## config.mk

```make
export PLATFORM = sky130hd
export DESIGN_NAME = seven_segment_monitor_flat
export DESIGN_NICKNAME = d
export VERILOG_FILES = /design/src/rtl/seven_segment_monitor_if.sv /design/src/rtl/seven_segment_monitor.sv /design/src/flat_wrapper.sv
export SDC_FILE = /design/constraint.sdc
export NUM_CORES = 1
export LEC_CHECK = 0
export CAP_MARGIN = 20
export CORE_ASPECT_RATIO = 1.1
export CORE_UTILIZATION = 45
export DETAILED_ROUTE_END_ITERATION = 16
export DONT_BUFFER_PORTS = 1
export GPL_TIMING_DRIVEN = 0
export MAX_ROUTING_LAYER = met4
export SYNTH_ARGS = -nofsm -noshare
export SYNTH_HDL_FRONTEND = slang
export SYNTH_SLANG_ARGS = --single-unit
```

## constraint.sdc

```tcl
create_clock -name clk -period 3.6 [get_ports clk]
set_input_delay 0.72 -clock clk [delete_from_list [all_inputs] [get_ports clk]]
set_output_delay 0.72 -clock clk [all_outputs]
set_load 0.01 [all_outputs]
```

## src/rtl/seven_segment_monitor_if.sv

```systemverilog
// Seven-segment display bus: four active-low digit enables, seven active-high
// segment lines, and the recovered-value result from the monitor.
interface seven_segment_monitor_if;
  logic       seg0_en, seg1_en, seg2_en, seg3_en;
  logic       a_in, b_in, c_in, d_in, e_in, f_in, g_in;
  logic [7:0] binary;
  logic       valid;
  logic       error;
  logic [1:0] err_code;

  modport master (
    output seg0_en, seg1_en, seg2_en, seg3_en,
    output a_in, b_in, c_in, d_in, e_in, f_in, g_in,
    input  binary, valid, error, err_code
  );

  modport slave (
    input  seg0_en, seg1_en, seg2_en, seg3_en,
    input  a_in, b_in, c_in, d_in, e_in, f_in, g_in,
    output binary, valid, error, err_code
  );
endinterface

```

## src/rtl/seven_segment_monitor.sv

```systemverilog
// Receive-side monitor for a multiplexed 4-digit seven-segment display:
// debounces each digit dwell, decodes glyphs and rebuilds the signed 8-bit value.
module seven_segment_monitor #(
  parameter int SETTLE  = 4,
  parameter int TIMEOUT = 2**20,
  parameter int TO_W    = 21
) (
  input logic              clk,
  input logic              rst,
  seven_segment_monitor_if.slave bus
);
  typedef enum logic [1:0] {IDLE, COLLECT, COMPUTE, EMIT} state_t;
  localparam int CW = $clog2(SETTLE + 1);
  localparam logic [10:0] IN_IDLE = 11'h780;

  state_t          state, state_nxt;
  logic [10:0]     in_q, prev_q, pend_vec, ev_vec;
  logic [CW-1:0]   stb_cnt;
  logic [TO_W-1:0] to_cnt;
  logic            stable, hit, pend, ev_live;
  logic [3:0]      en_low, flags;
  logic [6:0]      glyph;
  logic [4:0]      dg;
  logic            multi, bad;
  logic [3:0]      d_hun, d_ten, d_one;
  logic            sgn;
  logic [9:0]      mag;
  logic            in_range;
  logic [7:0]      bin_nxt, bin_q;
  logic            take, clr, fault, emit_ok;
  logic [1:0]      fault_code, code_q;
  logic            valid_q, error_q;

  function automatic logic [4:0] dec(input logic [6:0] g);
    case (g)
      7'h7E:   dec = {1'b1, 4'd0};
      7'h30:   dec = {1'b1, 4'd1};
      7'h6D:   dec = {1'b1, 4'd2};
      7'h79:   dec = {1'b1, 4'd3};
      7'h33:   dec = {1'b1, 4'd4};
      7'h5B:   dec = {1'b1, 4'd5};
      7'h5F:   dec = {1'b1, 4'd6};
      7'h70:   dec = {1'b1, 4'd7};
      7'h7F:   dec = {1'b1, 4'd8};
      7'h7B:   dec = {1'b1, 4'd9};
      default: dec = 5'd0;
    endcase
  endfunction

  // Input register and dwell stability counter; in_q = {en3..en0, a..g}.
  always_ff @(posedge clk) begin
    if (rst) begin
      in_q    <= IN_IDLE;
      prev_q  <= IN_IDLE;
      stb_cnt <= '0;
    end else begin
      in_q    <= {bus.seg3_en, bus.seg2_en, bus.seg1_en, bus.seg0_en,
                  bus.a_in, bus.b_in, bus.c_in, bus.d_in, bus.e_in, bus.f_in, bus.g_in};
      prev_q  <= in_q;
      if (!stable)
        stb_cnt <= '0;
      else if (stb_cnt != CW'(SETTLE))
        stb_cnt <= stb_cnt + 1'b1;
    end
  end

  assign stable = (in_q == prev_q);
  // Fires once per dwell: the cycle the counter steps onto SETTLE-1.
  assign hit    = stable && (stb_cnt == CW'(SETTLE - 2));

  // A dwell that settles while COMPUTE/EMIT are busy is held and replayed in IDLE.
  always_ff @(posedge clk) begin
    if (rst) begin
      pend     <= 1'b0;
      pend_vec <= IN_IDLE;
    end else if (state == COMPUTE || state == EMIT) begin
      if (hit) begin
        pend     <= 1'b1;
        pend_vec <= in_q;
      end
    end else begin
      pend <= 1'b0;
    end
  end

  assign ev_live = hit | pend;

  always_comb begin
    ev_vec = pend ? pend_vec : in_q;
    en_low = ~ev_vec[10:7];
    glyph  = ev_vec[6:0];
    dg     = dec(glyph);
    multi  = (en_low != 4'd0) && !$onehot(en_low);
    bad    = 1'b0;
    case (en_low)
      4'b1000:          bad = (glyph != 7'h00) && (glyph != 7'h01);
      4'b0100, 4'b0010: bad = !dg[4] && (glyph != 7'h00);
      4'b0001:          bad = !dg[4];
      default:          bad = 1'b0;
    endcase
  end

  always_comb begin
    mag      = 10'(d_hun) * 10'd100 + 10'(d_ten) * 10'd10 + 10'(d_one);
    in_range = sgn ? (mag <= 10'd128) : (mag <= 10'd127);
    bin_nxt  = sgn ? (8'd0 - mag[7:0]) : mag[7:0];
  end

  always_ff @(posedge clk) begin
    if (rst) state <= IDLE;
    else     state <= state_nxt;
  end

  always_comb begin
    state_nxt  = state;
    take       = 1'b0;
    clr        = 1'b0;
    fault      = 1'b0;
    fault_code = 2'd0;
    emit_ok    = 1'b0;
    case (state)
      IDLE: begin
        if (ev_live && en_low != 4'd0) begin
          if (multi || bad) begin
            fault      = 1'b1;
            fault_code = multi ? 2'd2 : 2'd0;
            clr        = 1'b1;
          end else begin
            take      = 1'b1;
            state_nxt = COLLECT;
          end
        end
      end
      COLLECT: begin
        if (to_cnt == TO_W'(TIMEOUT - 1)) begin
          fault      = 1'b1;
          fault_code = 2'd3;
          clr        = 1'b1;
          state_nxt  = IDLE;
        end else if (ev_live && (multi || bad)) begin
          fault      = 1'b1;
          fault_code = multi ? 2'd2 : 2'd0;
          clr        = 1'b1;
          state_nxt  = IDLE;
        end else begin
          take = ev_live && (en_low != 4'd0);
          if (&flags) state_nxt = COMPUTE;
        end
      end
      COMPUTE: begin
        state_nxt = EMIT;
        if (in_range) begin
          emit_ok = 1'b1;
        end else begin
          fault      = 1'b1;
          fault_code = 2'd1;
        end
      end
      EMIT: begin
        clr       = 1'b1;
        state_nxt = IDLE;
      end
      default: state_nxt = IDLE;
    endcase
  end

  always_ff @(posedge clk) begin
    if (rst) begin
      flags   <= '0;
      d_hun   <= '0;
      d_ten   <= '0;
      d_one   <= '0;
      sgn     <= 1'b0;
      to_cnt  <= '0;
      bin_q   <= '0;
      code_q  <= '0;
      valid_q <= 1'b0;
      error_q <= 1'b0;
    end else begin
      valid_q <= emit_ok;
      error_q <= fault;
      if (fault)   code_q <= fault_code;
      if (emit_ok) bin_q  <= bin_nxt;
      to_cnt <= (state == COLLECT) ? to_cnt + 1'b1 : '0;
      if (clr) begin
        flags <= '0;
      end else if (take) begin
        flags <= flags | en_low;
        if (en_low[3]) sgn   <= glyph[0];
        if (en_low[2]) d_hun <= dg[3:0];
        if (en_low[1]) d_ten <= dg[3:0];
        if (en_low[0]) d_one <= dg[3:0];
      end
    end
  end

  assign bus.binary   = bin_q;
  assign bus.valid    = valid_q;
  assign bus.error    = error_q;
  assign bus.err_code = code_q;
endmodule

```

## src/flat_wrapper.sv

```systemverilog
// flat-port wrapper written by rule: the top's interface ports become plain ports
module seven_segment_monitor_flat 
#(
  parameter int SETTLE  = 4,
  parameter int TIMEOUT = 2**20,
  parameter int TO_W    = 21
)
  (clk, rst, bus_seg0_en, bus_seg1_en, bus_seg2_en, bus_seg3_en, bus_a_in, bus_b_in, bus_c_in, bus_d_in, bus_e_in, bus_f_in, bus_g_in, bus_binary, bus_valid, bus_error, bus_err_code);
  seven_segment_monitor_if bus_i ();
  input logic clk;
  input logic rst;
  input wire logic [$bits(bus_i.seg0_en)-1:0] bus_seg0_en;
  input wire logic [$bits(bus_i.seg1_en)-1:0] bus_seg1_en;
  input wire logic [$bits(bus_i.seg2_en)-1:0] bus_seg2_en;
  input wire logic [$bits(bus_i.seg3_en)-1:0] bus_seg3_en;
  input wire logic [$bits(bus_i.a_in)-1:0] bus_a_in;
  input wire logic [$bits(bus_i.b_in)-1:0] bus_b_in;
  input wire logic [$bits(bus_i.c_in)-1:0] bus_c_in;
  input wire logic [$bits(bus_i.d_in)-1:0] bus_d_in;
  input wire logic [$bits(bus_i.e_in)-1:0] bus_e_in;
  input wire logic [$bits(bus_i.f_in)-1:0] bus_f_in;
  input wire logic [$bits(bus_i.g_in)-1:0] bus_g_in;
  output wire logic [$bits(bus_i.binary)-1:0] bus_binary;
  output wire logic [$bits(bus_i.valid)-1:0] bus_valid;
  output wire logic [$bits(bus_i.error)-1:0] bus_error;
  output wire logic [$bits(bus_i.err_code)-1:0] bus_err_code;
  assign bus_i.seg0_en = bus_seg0_en;
  assign bus_i.seg1_en = bus_seg1_en;
  assign bus_i.seg2_en = bus_seg2_en;
  assign bus_i.seg3_en = bus_seg3_en;
  assign bus_i.a_in = bus_a_in;
  assign bus_i.b_in = bus_b_in;
  assign bus_i.c_in = bus_c_in;
  assign bus_i.d_in = bus_d_in;
  assign bus_i.e_in = bus_e_in;
  assign bus_i.f_in = bus_f_in;
  assign bus_i.g_in = bus_g_in;
  assign bus_binary = bus_i.binary;
  assign bus_valid = bus_i.valid;
  assign bus_error = bus_i.error;
  assign bus_err_code = bus_i.err_code;
  seven_segment_monitor #(.SETTLE(SETTLE), .TIMEOUT(TIMEOUT), .TO_W(TO_W)) u_core (.clk(clk), .rst(rst), .bus(bus_i));
endmodule
```

; Word level (Yosys, flattened, before mapping)
; Cells that the tools add are included.
[op_classes]
n_reduce_logical = 25
order_cmp = 2
muxes = 32
n_addsub = 8
bitwise_logic = 7
n_mul = 2
n_eq_ne = 26
[op_table]
columns = op, n
row1 = "7-bit equality test, second input constant", 8
row2 = 5-bit case mux with 10 select lines, 1
row3 = "21-bit by 1-bit adder with 21-bit output, second input constant", 1
row4 = "21-bit by 20-bit equality test with 1-bit output, second input constant", 1
row5 = 2-bit two-way mux, 10
row6 = 3-bit AND reduction, 5
row7 = "7-bit by 6-bit equality test with 1-bit output, second input constant", 2
row8 = 1-bit two-way mux, 13
row9 = 11-bit equality test, 1
row10 = 11-bit two-way mux, 1
row11 = 10-bit by 4-bit adder with 10-bit output, 1
row12 = 10-bit by 8-bit adder with 10-bit output, 1
row13 = "10-bit by 7-bit <= comparator with 1-bit output, second input constant", 1
row14 = "10-bit by 8-bit <= comparator with 1-bit output, second input constant", 1
row15 = 2-bit OR reduction, 5
row16 = 1-bit case mux with 3 select lines, 3
row17 = "4-bit by 5-bit multiplier with 8-bit output, second input constant", 1
row18 = 8-bit two-way mux, 1
row19 = 2-bit case mux with 4 select lines, 1
row20 = "1-bit by 8-bit subtractor with 8-bit output, first input constant", 1
row21 = "4-bit by 3-bit multiplier with 7-bit output, second input constant", 1
row22 = "7-bit by 1-bit inequality test with 1-bit output, second input constant", 1
row23 = 7-bit nonzero test, 1
row24 = 1-bit logical AND, 6
row25 = other kinds (27), 34
[totals]
output_inout_bits = 12
ff_bits = 89
wordCells = 118

; Depth between registers and ports, before layout
[depth]
depth_word = 14
ltp_mapped = 14
ltp_nobuf = 13

; Least setup slack after synthesis
; OpenSTA, ideal clock, no wires.
[synth_timing]
path_kind = register to register
startpoint = reg u_core.d_ten[1]
endpoint = reg u_core.bin_q[7], in the netlist u_core.bus.binary[7]
path_slack_ns = 0.140
arrival_time_ns = 3.332
path_buffers = 1
required_ns = 3.472
stages_incl_launch_ff = 15
synth_period_minus_slack_ns = 3.460
cell_sequence = dfxtp_1 > ha_1 > ha_1 > fa_1 > ha_1 > ha_1 > a21oi_1 > o21ai_0 > a21oi_1 > o21ai_0 > xnor2_1 > o2111ai_1 > buf_1 > mux2i_1 > nor2_1
[synth_between]
elab_chain_len = 7
[synth_rtl]
columns = item, line_no
row1 = "start, declared", seven_segment_monitor.sv:25  ; logic [3:0] d_hun, d_ten, d_one;
row2 = "start signal, assigned", seven_segment_monitor.sv:191  ; if (en_low[1]) d_ten <= dg[3:0];
row3 = 4-bit by 3-bit multiplier with 7-bit output (*), seven_segment_monitor.sv:104  ; mag = 10'(d_hun) * 10'd100 + 10'(d_ten) * 10'd10 + 10'(d_one);
row4 = 10-bit by 8-bit adder with 10-bit output (*), seven_segment_monitor.sv:104
row5 = 10-bit by 4-bit adder with 10-bit output (*), seven_segment_monitor.sv:104
row6 = 10-bit by 7-bit <= comparator with 1-bit output / 10-bit by 8-bit <= comparator with 1-bit output (equally long branches), seven_segment_monitor.sv:105  ; in_range = sgn ? (mag <= 10'd128) : (mag <= 10'd127);
row7 = 1-bit two-way mux, seven_segment_monitor.sv:105
row8 = 1-bit two-way mux, seven_segment_monitor.sv:152  ; if (in_range) begin
row9 = 1-bit two-way mux, seven_segment_monitor.sv:121  ; case (state)
row10 = "end signal, assigned", seven_segment_monitor.sv:183  ; if (emit_ok) bin_q <= bin_nxt;
row11 = "end, declared", seven_segment_monitor.sv:29  ; logic [7:0] bin_nxt, bin_q;
; Every way passes the cells marked *; elsewhere a longest branch is shown, timed or not.
; A chain may end at the register's enable or synchronous reset.

; Final worst setup path
[layout_timing]
startpoint = reg u_core.d_ten[1]
endpoint = reg u_core.bin_q[2], in the netlist u_core.bus.binary[2]
; Same word-level chain as after synthesis.

==> results <==
- Across every metal layer, demand over resource in global routing totals 0.204.
- The final count of hold timing violations was 0.
- The fraction of post-synthesis cell area in the top cell type by area is 0.358.
- The CTS tree is yes.
- The number of clock buffers added by TritonCTS is 9.
- The final number of max-transition violations is 0.
- After detailed routing, the number of vias per cell comes to between 5 and 6.
- For this run, global-route usage on met2 was measured as 0.328.
- On the worst path, the slowest cell contributes a delay of 0.53 ns.
- The worst setup path is of the reg -> reg kind.
- The hold buffer count at CTS is 0.
- The number of buffers and inverters on the critical path is 1.
- The routed design has 10900 um of wire.
- The total iterations of the first detailed-routing run is 4.
- The initial antenna violation count is 0.
- The cell count after placement is 699.
- The synthesized netlist cell count is 556.
- In this run the worst path has a maximum fanout of 5.
- The tightest min-delay check is of the reg -> reg type.
- The worst-case IR drop observed on VDD is about 0.00024 V.
- Setup violations remaining at the end of the flow were counted as 0.
- The number of core rows is 39.
- Subtracting the final worst setup slack from the clock period gives ~3.4 ns.
- The flow ran to the end, and the final reports show no timing, DRC or antenna violations.
- Static timing analysis puts the maximum clock frequency at 0.293 GHz.
- The initial utilization of the core area, before any placement, comes to 0.470.
- For this run, global-route usage on met1 was measured as 0.261.
- The worst setup path is launched from a register.
- For this block, the via count after detailed routing is approximately 3.9k.
- The clock tree synthesis step divided the H-tree into 3 levels.
- The synthesized design contains 89 register bits.
- In the final routed layout, each cell accounts on average for between 15 and 20 um.
- The number of inserted filler cells in the final layout is 989.
- The number of design rule violations left after detail routing is 0.
- The sequential element share of the synthesized area is 0.358.
- The maximum clock path buffer count is 2.
- For this run, the leading register cell type out of synthesis is dfxtp_1.
- The share of the clock period used by the worst path is 0.949.
- Ranked by total cell area, the synthesized netlist is headed by dfxtp_1 36%, ha_1 9.6%, mux2i_1 6.6%.
- For the worst setup path, the data required time is roughly 3.8 ns.
- The clock reaches the later pin of the worst-skew pair after 0.34 ns.
- In this run the tool buffered the top-level ports with 0 buffer cells.
- The global-route wire length before repair is 17900 um.
- In the final design database the tool counted 625 nets.
- The number of placed I/O pins is 25.
- Of all cell types, the one taking the most synthesized area is dfxtp_1.
- The family with the most delay on the worst path is adder cells.
- After clock tree synthesis, the clock-pin slew on the worst setup and hold paths is 0.07 ns.
- The width of the chip is 102 um.
- The post-synth net total is between 600 and 700.
- The slew of the pin with the lowest slew margin is between 0.7 and 0.8 ns.
- Headroom to the max-slew limit came out at 0.505.
- The leading cell type in the layout, fill and taps excluded is dfxtp_1.
- The synthesis warning total is 0.
- The clock sink count is 89.
- In the synthesized netlist the async set-or-reset flop fraction comes to 0.
- The non-filler instance count after layout is 716.
- The element type at the critical path end is a register.
- On the critical path, the stage with the largest delay is an instance of fa_1.
- The via count of the first global-routing pass was 3764.
- The detailed-placement wirelength estimate is approximately 7800 um.
- The power per cell area is 397 nW/um^2.
- The die covers 11500 um^2.
- The analysis attributes to cell leakage a power of 2.27 nW.
- Total power for the finished layout comes to 2.24 mW.
- The number of enable flip-flop cells after synthesis is 0.
- The die is 112 um tall.
- The signal on the critical path passes through ha_1, ha_1, fa_1, ha_4, ha_4, xor2_1, o41ai_1, and3b_1, o2111ai_2, buf_6, mux2i_1, nor2_1.
- The initial detailed-routing violation count is around 130.
- Between clock sinks in the finished design, the worst skew comes to 0.00993 ns.
- After synthesis, the mean cell area works out to 8.95 um^2.
- The tree is rooted in a clkbuf_16.
- Routability-driven placement finished with a final weighted congestion of 0.898.
- The region available for standard cell placement spans 10600 um^2.
- The fraction of layout cells with a size suffix above 1 is 0.0995.
- The pin count of the biggest net entering global routing is 20.
- The number of violations of the max-capacitance limit is 0.
- The total overflow left after global routing is 0.
- The global-route track usage on met3 is 0.0374.
- The number of distinct library cells after synthesis is 60.
- met2 is the most crowded layer.
- The synthesis-to-layout area growth is 13.5%.
- STA puts the critical path data arrival time at 3.63 ns.
- The post-synthesis cell area is 4970 um^2.
- In the layout the commonest cells are 87 x dfxtp_1, 67 x nor2_1, 40 x nand2_1.
- In this run the remaining antenna-violating nets after routing total 0.
- The repair_antennas step left the layout with diodes totalling 0.
==> kinds of logic (layout without fill, tap and decap cells) <==
kind of cell             after synthesis  count (layout)  share of synthesized area
AND/OR/NAND/NOR                      223             223                      0.232
flip-flops                            89              89                      0.358
AO/OA/AOI/OAI                         80              80                      0.108
adder cells (fa/ha/maj)               44              44                      0.120
XOR/XNOR                              43              43                     0.0757
buffers and inverters                 43              60                     0.0377
multiplexers                          34              34                     0.0687
==> cells in the mapped netlist (all sizes together) (5+ instances only) <==
cell and count:
a21oi 27, and3 7, buf 8, clkbuf 16, dfxtp 89, fa 6
ha 38, inv 19, mux2i 33, nand2 40, nand2b 8, nand3 18
nand4 7, nor2 67, nor2b 20, nor3 9, nor3b 5, nor4 6
o21ai 19, or2 11, or3 6, xnor2 25, xor2 18
==> registers in the layout, indices dropped and copies added (netlist names), named ones only <==
register,flops
u_core.to_cnt,21
u_core.in_q,11
u_core.pend_vec,11
u_core.prev_q,11
u_core.bus.binary,8
u_core.d_hun,4
u_core.d_one,4
u_core.d_ten,4
u_core.flags,4
u_core.stb_cnt,3
u_core.bus.err_code,2
u_core.bus.error,1
u_core.bus.valid,1
u_core.pend,1
u_core.sgn,1
u_core.state,1
==> metal layers <==
metal | vias up | share of wire
li1 | 1956 | -
met2 | 67 | 0.50
met5 | - | 0
met4 | 0 | 0.0099
met1 | 1857 | 0.46
met3 | 7 | 0.033
==> path summary, 6_finish.rpt <==
path                         from                    to  slack (ns)  cells after the start
hold / removal    u_core.flags[1]       u_core.flags[1]        0.47                      2
setup reg to reg  u_core.d_ten[1]  u_core.bus.binary[2]        0.18                     12
hold reg to reg   u_core.flags[1]       u_core.flags[1]        0.47                      2
setup / recovery  u_core.d_ten[1]  u_core.bus.binary[2]        0.18                     12
==> stage by stage <==
stage	hold slack [ns]	util	TNS [ns]	worst slack (ns)	cell area, um^2
2_1_floorplan	0.435	-	0	0.140	4970
3_3_place_gp	0.444	0.487	-5.48	-0.309	5150
3_5_place_dp	0.460	0.487	-6.98	-0.362	5150
4_1_cts	0.477	0.523	0	0.00413	5540
5_1_grt	0.470	0.533	-0.00240	-0.00240	5640
6_report	0.472	0.533	0	0.185	5640
==> what timing repair did <==
item	in CTS	in global routing
gates cloned	0	1
buffers inserted	0	2
gates resized for setup	9	19
pin swaps	0	3
endpoints found under the setup margin	30	30
==> area by class of cell <==
| cell class | count | area (um^2) | share of cell area |
|---|---|---|---|
| buffer | 22 | 115 | 0.0204 |
| multi-input combinational | 424 | 3120 | 0.552 |
| clock inverter | 7 | 125 | 0.0222 |
| tap | 143 | 179 | 0.0317 |
| inverter | 19 | 71.3 | 0.0126 |
| sequential | 89 | 1780 | 0.316 |
| timing repair buffer | 3 | 26.3 | 0.00466 |
| clock buffer | 9 | 225 | 0.0399 |
==> worst register-to-register path, cell delays in order, from the launching register on <==
cell       delay, ns
dfxtp_2         0.34
ha_1            0.29
ha_1            0.22
fa_1            0.53
ha_4            0.21
ha_4            0.25
xor2_1          0.19
o41ai_1         0.40
and3b_1         0.28
o2111ai_2       0.17
buf_6           0.20
mux2i_1         0.15
nor2_1          0.05
==> report_power, final <==
part / leakage [nW] / internal [mW] / total, mW / switching, mW
registers: 0.723 / 0.997 / 1.01 / 0.0110
logic: 1.38 / 0.0519 / 0.133 / 0.0808
clock network: 0.171 / 0.687 / 1.10 / 0.412
Note: power is estimated with default switching activity, not from simulation.
